### src/rtl/sprite_rom_arbiter_if.sv
// Bundle of the requester, ROM and read-return signals around the sprite ROM arbiter.
// slave = arbiter side, master = renderers plus the shared ROM.
interface sprite_rom_arbiter_if #(
  parameter int NUM_REQ = 4,
  parameter int ADDR_W  = 9,
  parameter int DATA_W  = 8
);
  localparam int ID_W = (NUM_REQ > 1) ? $clog2(NUM_REQ) : 1;

  logic                      blank;
  logic [NUM_REQ-1:0]        req;
  logic [NUM_REQ*ADDR_W-1:0] req_addr;
  logic [NUM_REQ-1:0]        gnt;
  logic [ADDR_W-1:0]         rom_address;
  logic [DATA_W-1:0]         rom_q;
  logic                      rd_valid;
  logic [ID_W-1:0]           rd_id;
  logic [DATA_W-1:0]         rd_data;

  modport slave (
    input  blank, req, req_addr, rom_q,
    output gnt, rom_address, rd_valid, rd_id, rd_data
  );

  modport master (
    output blank, req, req_addr, rom_q,
    input  gnt, rom_address, rd_valid, rd_id, rd_data
  );
endinterface

### src/rtl/sprite_rom_arbiter.sv
// Shares one synchronous sprite ROM port among NUM_REQ renderers, one grant per cycle.
// Define SPRITE_ARB_FIXED_PRIO_EN for fixed lowest-index priority instead of round-robin.
module sprite_rom_arbiter #(
  parameter int NUM_REQ     = 4,
  parameter int ADDR_W      = 9,
  parameter int DATA_W      = 8,
  parameter int ROM_LATENCY = 0
) (
  input  logic                vga_clk_i,
  input  logic                reset_i,
  sprite_rom_arbiter_if.slave bus
);
  localparam int ID_W  = (NUM_REQ > 1) ? $clog2(NUM_REQ) : 1;
  localparam int DEPTH = ROM_LATENCY + 1;

  logic [NUM_REQ-1:0] gnt_d;
  logic [ID_W-1:0]    gnt_idx;
  logic               gnt_any;
  logic [ADDR_W-1:0]  rom_address_q;
  logic               tag_vld_q [DEPTH];
  logic [ID_W-1:0]    tag_id_q  [DEPTH];
  logic               rd_valid_q;
  logic [ID_W-1:0]    rd_id_q;
  logic [DATA_W-1:0]  rd_data_q;
`ifndef SPRITE_ARB_FIXED_PRIO_EN
  logic [ID_W-1:0]    ptr_q;
  logic [ID_W-1:0]    ptr_d;
`endif

  // Scanning from the far end down lets the closest candidate overwrite the rest.
  always_comb begin
    gnt_idx = '0;
`ifdef SPRITE_ARB_FIXED_PRIO_EN
    for (int i = NUM_REQ - 1; i >= 0; i--) begin
      if (bus.req[ID_W'(i)]) gnt_idx = ID_W'(i);
    end
`else
    for (int k = NUM_REQ - 1; k >= 0; k--) begin
      int cand;
      cand = int'(ptr_q) + k;
      if (cand >= NUM_REQ) cand = cand - NUM_REQ;
      if (bus.req[ID_W'(cand)]) gnt_idx = ID_W'(cand);
    end
    ptr_d = (int'(gnt_idx) == NUM_REQ - 1) ? '0 : gnt_idx + 1'b1;
`endif
    gnt_any = bus.blank && !reset_i && (|bus.req);
    gnt_d   = '0;
    if (gnt_any) gnt_d[gnt_idx] = 1'b1;
  end

  always_ff @(posedge vga_clk_i or posedge reset_i) begin
    if (reset_i) begin
      rom_address_q <= '0;
      rd_valid_q    <= 1'b0;
      rd_id_q       <= '0;
      rd_data_q     <= '0;
`ifndef SPRITE_ARB_FIXED_PRIO_EN
      ptr_q         <= '0;
`endif
      for (int s = 0; s < DEPTH; s++) begin
        tag_vld_q[s] <= 1'b0;
        tag_id_q[s]  <= '0;
      end
    end else begin
      // Address holds when idle so the ROM sees no spurious toggle.
      if (gnt_any) begin
        rom_address_q <= bus.req_addr[int'(gnt_idx)*ADDR_W +: ADDR_W];
`ifndef SPRITE_ARB_FIXED_PRIO_EN
        ptr_q         <= ptr_d;
`endif
      end
      tag_vld_q[0] <= gnt_any;
      tag_id_q[0]  <= gnt_idx;
      for (int s = 1; s < DEPTH; s++) begin
        tag_vld_q[s] <= tag_vld_q[s-1];
        tag_id_q[s]  <= tag_id_q[s-1];
      end
      rd_valid_q <= tag_vld_q[DEPTH-1];
      rd_id_q    <= tag_id_q[DEPTH-1];
      rd_data_q  <= bus.rom_q;
    end
  end

  assign bus.gnt         = gnt_d;
  assign bus.rom_address = rom_address_q;
  assign bus.rd_valid    = rd_valid_q;
  assign bus.rd_id       = rd_id_q;
  assign bus.rd_data     = rd_data_q;
endmodule

### src/flat_wrapper.sv
// flat-port wrapper written by rule: the top's interface ports become plain ports
module sprite_rom_arbiter_flat 
#(
  parameter int NUM_REQ     = 4,
  parameter int ADDR_W      = 9,
  parameter int DATA_W      = 8,
  parameter int ROM_LATENCY = 0
)
  (vga_clk_i, reset_i, bus_blank, bus_req, bus_req_addr, bus_rom_q, bus_gnt, bus_rom_address, bus_rd_valid, bus_rd_id, bus_rd_data);
  sprite_rom_arbiter_if #(.NUM_REQ(NUM_REQ), .ADDR_W(ADDR_W), .DATA_W(DATA_W)) bus_i ();
  input  logic vga_clk_i;
  input  logic reset_i;
  input wire logic [$bits(bus_i.blank)-1:0] bus_blank;
  input wire logic [$bits(bus_i.req)-1:0] bus_req;
  input wire logic [$bits(bus_i.req_addr)-1:0] bus_req_addr;
  input wire logic [$bits(bus_i.rom_q)-1:0] bus_rom_q;
  output wire logic [$bits(bus_i.gnt)-1:0] bus_gnt;
  output wire logic [$bits(bus_i.rom_address)-1:0] bus_rom_address;
  output wire logic [$bits(bus_i.rd_valid)-1:0] bus_rd_valid;
  output wire logic [$bits(bus_i.rd_id)-1:0] bus_rd_id;
  output wire logic [$bits(bus_i.rd_data)-1:0] bus_rd_data;
  assign bus_i.blank = bus_blank;
  assign bus_i.req = bus_req;
  assign bus_i.req_addr = bus_req_addr;
  assign bus_i.rom_q = bus_rom_q;
  assign bus_gnt = bus_i.gnt;
  assign bus_rom_address = bus_i.rom_address;
  assign bus_rd_valid = bus_i.rd_valid;
  assign bus_rd_id = bus_i.rd_id;
  assign bus_rd_data = bus_i.rd_data;
  sprite_rom_arbiter #(.NUM_REQ(NUM_REQ), .ADDR_W(ADDR_W), .DATA_W(DATA_W), .ROM_LATENCY(ROM_LATENCY)) u_core (.vga_clk_i(vga_clk_i), .reset_i(reset_i), .bus(bus_i));
endmodule
### config.mk
export PLATFORM = sky130hd
export DESIGN_NAME = sprite_rom_arbiter_flat
export DESIGN_NICKNAME = d
export VERILOG_FILES = /design/src/rtl/sprite_rom_arbiter_if.sv /design/src/rtl/sprite_rom_arbiter.sv /design/src/flat_wrapper.sv
export SDC_FILE = /design/constraint.sdc
export NUM_CORES = 1
export LEC_CHECK = 0
export ABC_AREA = 1
export BUFFER_PORTS_ARGS = -buffer_cell sky130_fd_sc_hd__buf_2
export CAP_MARGIN = 30
export CORE_ASPECT_RATIO = 0.9
export CORE_MARGIN = 2
export CORE_UTILIZATION = 50
export CTS_BUF_LIST = sky130_fd_sc_hd__clkbuf_8
export DETAILED_ROUTE_END_ITERATION = 6
export PLACE_DENSITY_LB_ADDON = 0.1
export SYNTH_ARGS = -nofsm -noshare
export SYNTH_HDL_FRONTEND = slang
export SYNTH_SLANG_ARGS = --single-unit
### constraint.sdc
create_clock -name vga_clk_i -period 4.9 [get_ports vga_clk_i]
set_clock_uncertainty 0.2 [all_clocks]
set_input_delay 0 -clock vga_clk_i [delete_from_list [all_inputs] [get_ports vga_clk_i]]
set_output_delay 0 -clock vga_clk_i [all_outputs]
set_load 0.02 [all_outputs]
==> run summary <==
outcome: complete, no violations
capture point of the worst reg-to-reg path: u_core.bus.rom_address[2]$_DFFE_PP0P_
Slew @ Worst Pin: 0.9153 ns
Final Hold Fails: 0
commonest cells after routing, fill and taps aside: buf_2 (74), nand2_1 (57), inv_1 (41)
largest net degree at the start of global routing: 27
CP Max Fanout: 11
Hold Crit Depth: 0
Arrival @ worst endpoint: 3.62 ns
Max VDD drop: 0.5021 mV
HP Class: reg2reg
Crit path required time: 4.91 ns
Pins Over Slew Limit: 0
post-route cell area: 0.002306 mm^2
Layout Cells excl Fill: 362
synthesized area: 0.001540 mm^2
GRT Overall Usage: 23.80%
first-pass GRT wire length: 6.596 mm
switching power: 0.6727 mW
most common cell after layout, fill and taps aside: buf_2
cells on worst reg2reg path: 14
startpoint types: flip-flop
Initial Utilization: 51.42%
post-CTS setup buffer count: 0
main combinational cell family by area after synthesis: simple AND/OR/NAND/NOR gates
Synth top area share: 40.62%
CTS hold repair buffers: 36
Core Region: 0.002995 mm^2
placed inst area: 0.001897 mm^2
sequential power share: 22.1%
yosys warns: 0
worst r2r src: u_core.ptr_q[0]$_DFFE_PP0P_
Clk pwr share: 8.5%
routed wire length per instance: 11.08 um
Final nets: 373
CTS buffer count: 3
Slew headroom: 38.91%
global routing usage on met1: 28.76%
Antenna Cells: 0
GPL Wtd Cong: 0.8206
Cell variety after synth: 24
area leader, netlist: dfrtp_1
multiplexer share of the synthesized area: 0%
Yosys reg bits: 25
Setup CP Type: reg2reg
flop2flop setup slack: 1.29 ns
Synth area leaders: dfrtp_1 (41%), nand2_1 (14%), nand3_1 (13%), inv_1 (10%), nand2_2 (6.1%)
I/O pins: 75
CTS clock-pin slew for the worst setup and hold paths: 0.09 ns
Die Span Y: 56.66 um
Final Cycle Share: 73.63%
CTS Sinks: 25
Pre-antenna DRT Iters: 4
syn avg cell area: 7.197 um^2
port bufs: 74
crit end category: flip-flop
Comb power frac: 69.5%
met2 Resource Use GR: 42.70%
post-route ant nets: 0
vias per cell: 4.685
setup_tns: 0 ns
Post-Synth Adder-Cell Area: 0.8123%
Hold Path End: u_core.bus.rd_id[1]$_DFF_PP0_
initial DRC count: 73
total grt overflow: 0
P per Cell Area: 627.2 mW/mm^2
hold path startpoint: u_core.tag_id_q[1]$_DFF_PP0_
sequential area share after synthesis: 40.62%
post-DP HPWL: 2.549 mm
Max Cap Viol: 0
Clock Latency Late Sink: 0.27 ns
layer with the highest usage: met2
row cnt: 19
RSZ-0062 raised after global routing: no
Compound-Gate Fraction of Synth Area: 1.950%
Synth-to-Final Area Change: 49.72%
CTS Root Cell: clkbuf_8
die area: 0.003541 mm^2
Synth Area in XOR/XNOR: 0%
Post-Syn Instances: 214
min Tclk post-route: 3.608 ns
DR vias: 1696
met3 usage: 5.010%
DR DRC count: 0
maximum clock frequency: 277.2 MHz
final WL: 4.012 mm
CTS resizes: 0
Post-Place Cells: 322
# setup viols final: 0
Pleak: 1.352 nW
Max clock buf depth: 2
Syn Nets: 266
layout cells sized above 1: 32.81%
htree depth: 1
final core utilization: 76.98%
initial antenna violation count: 0
number of global-route vias before repair: 1599
CTS tree: built
Post-Synth Simple-Gate Area: 40.86%
P_int: 0.7736 mW
sw frac: 46.51%
Die Span X: 62.51 um
[flip-flops by register name, summed over array words and instances, names as in the netlist]
| signal | cells |
|---|---|
| u_core.ptr_q | 2 |
| u_core.bus.rom_address | 9 |
| u_core.bus.rd_data | 8 |
| u_core.bus.rd_id | 2 |
| u_core.bus.rd_valid | 1 |
| u_core.tag_vld_q | 1 |
| u_core.tag_id_q | 2 |
[cells by family (layout without fill, tap and decap cells)]
kind of cell | after synthesis | after routing
AND/OR/NAND/NOR | 128 | 128
flip-flops | 25 | 25
buffers and inverters | 55 | 161
adder cells (fa/ha/maj) | 1 | 1
AO/OA/AOI/OAI | 5 | 5
[critical path, stage by stage, from the launching register on]
cell	delay, ns
dfrtp_1	0.61
inv_1	0.18
nand2_1	0.11
nand2_2	0.06
nand2_1	0.07
nand3_1	0.06
nand3_1	0.07
nand2_1	0.05
nand2_1	0.35
inv_2	0.20
nor2_1	0.23
nand3_1	0.13
dlygate4sd3_1	0.57
nand3_1	0.09
dlygate4sd3_1	0.57
[power by group through the flow]
stage | registers, mW | clock network [mW] | logic, mW
2_1_floorplan | 0.363 | 0 | 0.601
3_3_place_gp | 0.321 | 0 | 0.759
3_5_place_dp | 0.319 | 0 | 0.772
4_1_cts | 0.317 | 0.124 | 0.991
5_1_grt | 0.325 | 0.133 | 1.11
6_report | 0.319 | 0.123 | 1.00
[area by class of cell]
cell class,count,area [um^2]
well taps,42,52.55
inverters,47,176.4
clock buffers,3,41.29
clock inverters,1,7.507
fillers,248,689.4
multi-input cells,134,671.9
flip-flops and latches,25,625.6
repair buffers,110,730.7
[worst max-delay path by stage]
stage / startpoint / endpoint / cells after the start
detailed placement: u_core.ptr_q[0]$_DFFE_PP0P_ / u_core.ptr_q[1]$_DFFE_PP0P_ / 12
CTS: reset_i / u_core.bus.rom_address[2]$_DFFE_PP0P_ / 9
floorplan: u_core.ptr_q[0]$_DFFE_PP0P_ / u_core.ptr_q[1]$_DFFE_PP0P_ / 11
global placement: u_core.ptr_q[0]$_DFFE_PP0P_ / bus_gnt[3] / 12
global route: reset_i / u_core.bus.rom_address[2]$_DFFE_PP0P_ / 9
finish: u_core.ptr_q[0]$_DFFE_PP0P_ / u_core.bus.rom_address[2]$_DFFE_PP0P_ / 14
[through the flow]
| step | power [mW] | worst slack, ns | hold WS [ns] |
|---|---|---|---|
| detailed placement | 1.091 | 2.366 | -0.09065 |
| CTS | 1.432 | 1.370 | 0.1553 |
| global route | 1.564 | 0.9743 | 0.1557 |
| floorplan | 0.9638 | 2.985 | -0.1686 |
| finish | 1.446 | 1.292 | 0.1527 |
| global placement | 1.080 | 2.399 | -0.09241 |
[per-layer routing]
metal	part of all wire, %	vias to the layer above
li1	-	852
met1	42	775
met2	51	59
met3	5.0	10
met4	2.2	0
met5	0	-
[cell usage after synthesis]
library cell,number
buf_8,1
buf_2,2
nand2_4,2
nor2_1,6
or2_1,4
o21ai_1,1
o22ai_1,1
dfrtp_1,25
o21ai_2,1
o21ai_0,1
clkbuf_1,1
ha_1,1
nand2_1,57
nand3_1,40
nand2_2,15
buf_4,1
nand3_4,2
inv_1,41
nand3_2,1
buf_6,2
clkbuf_4,1
a21oi_1,1
nand4_1,1
inv_2,6
Power figures use the tool's default switching activity.
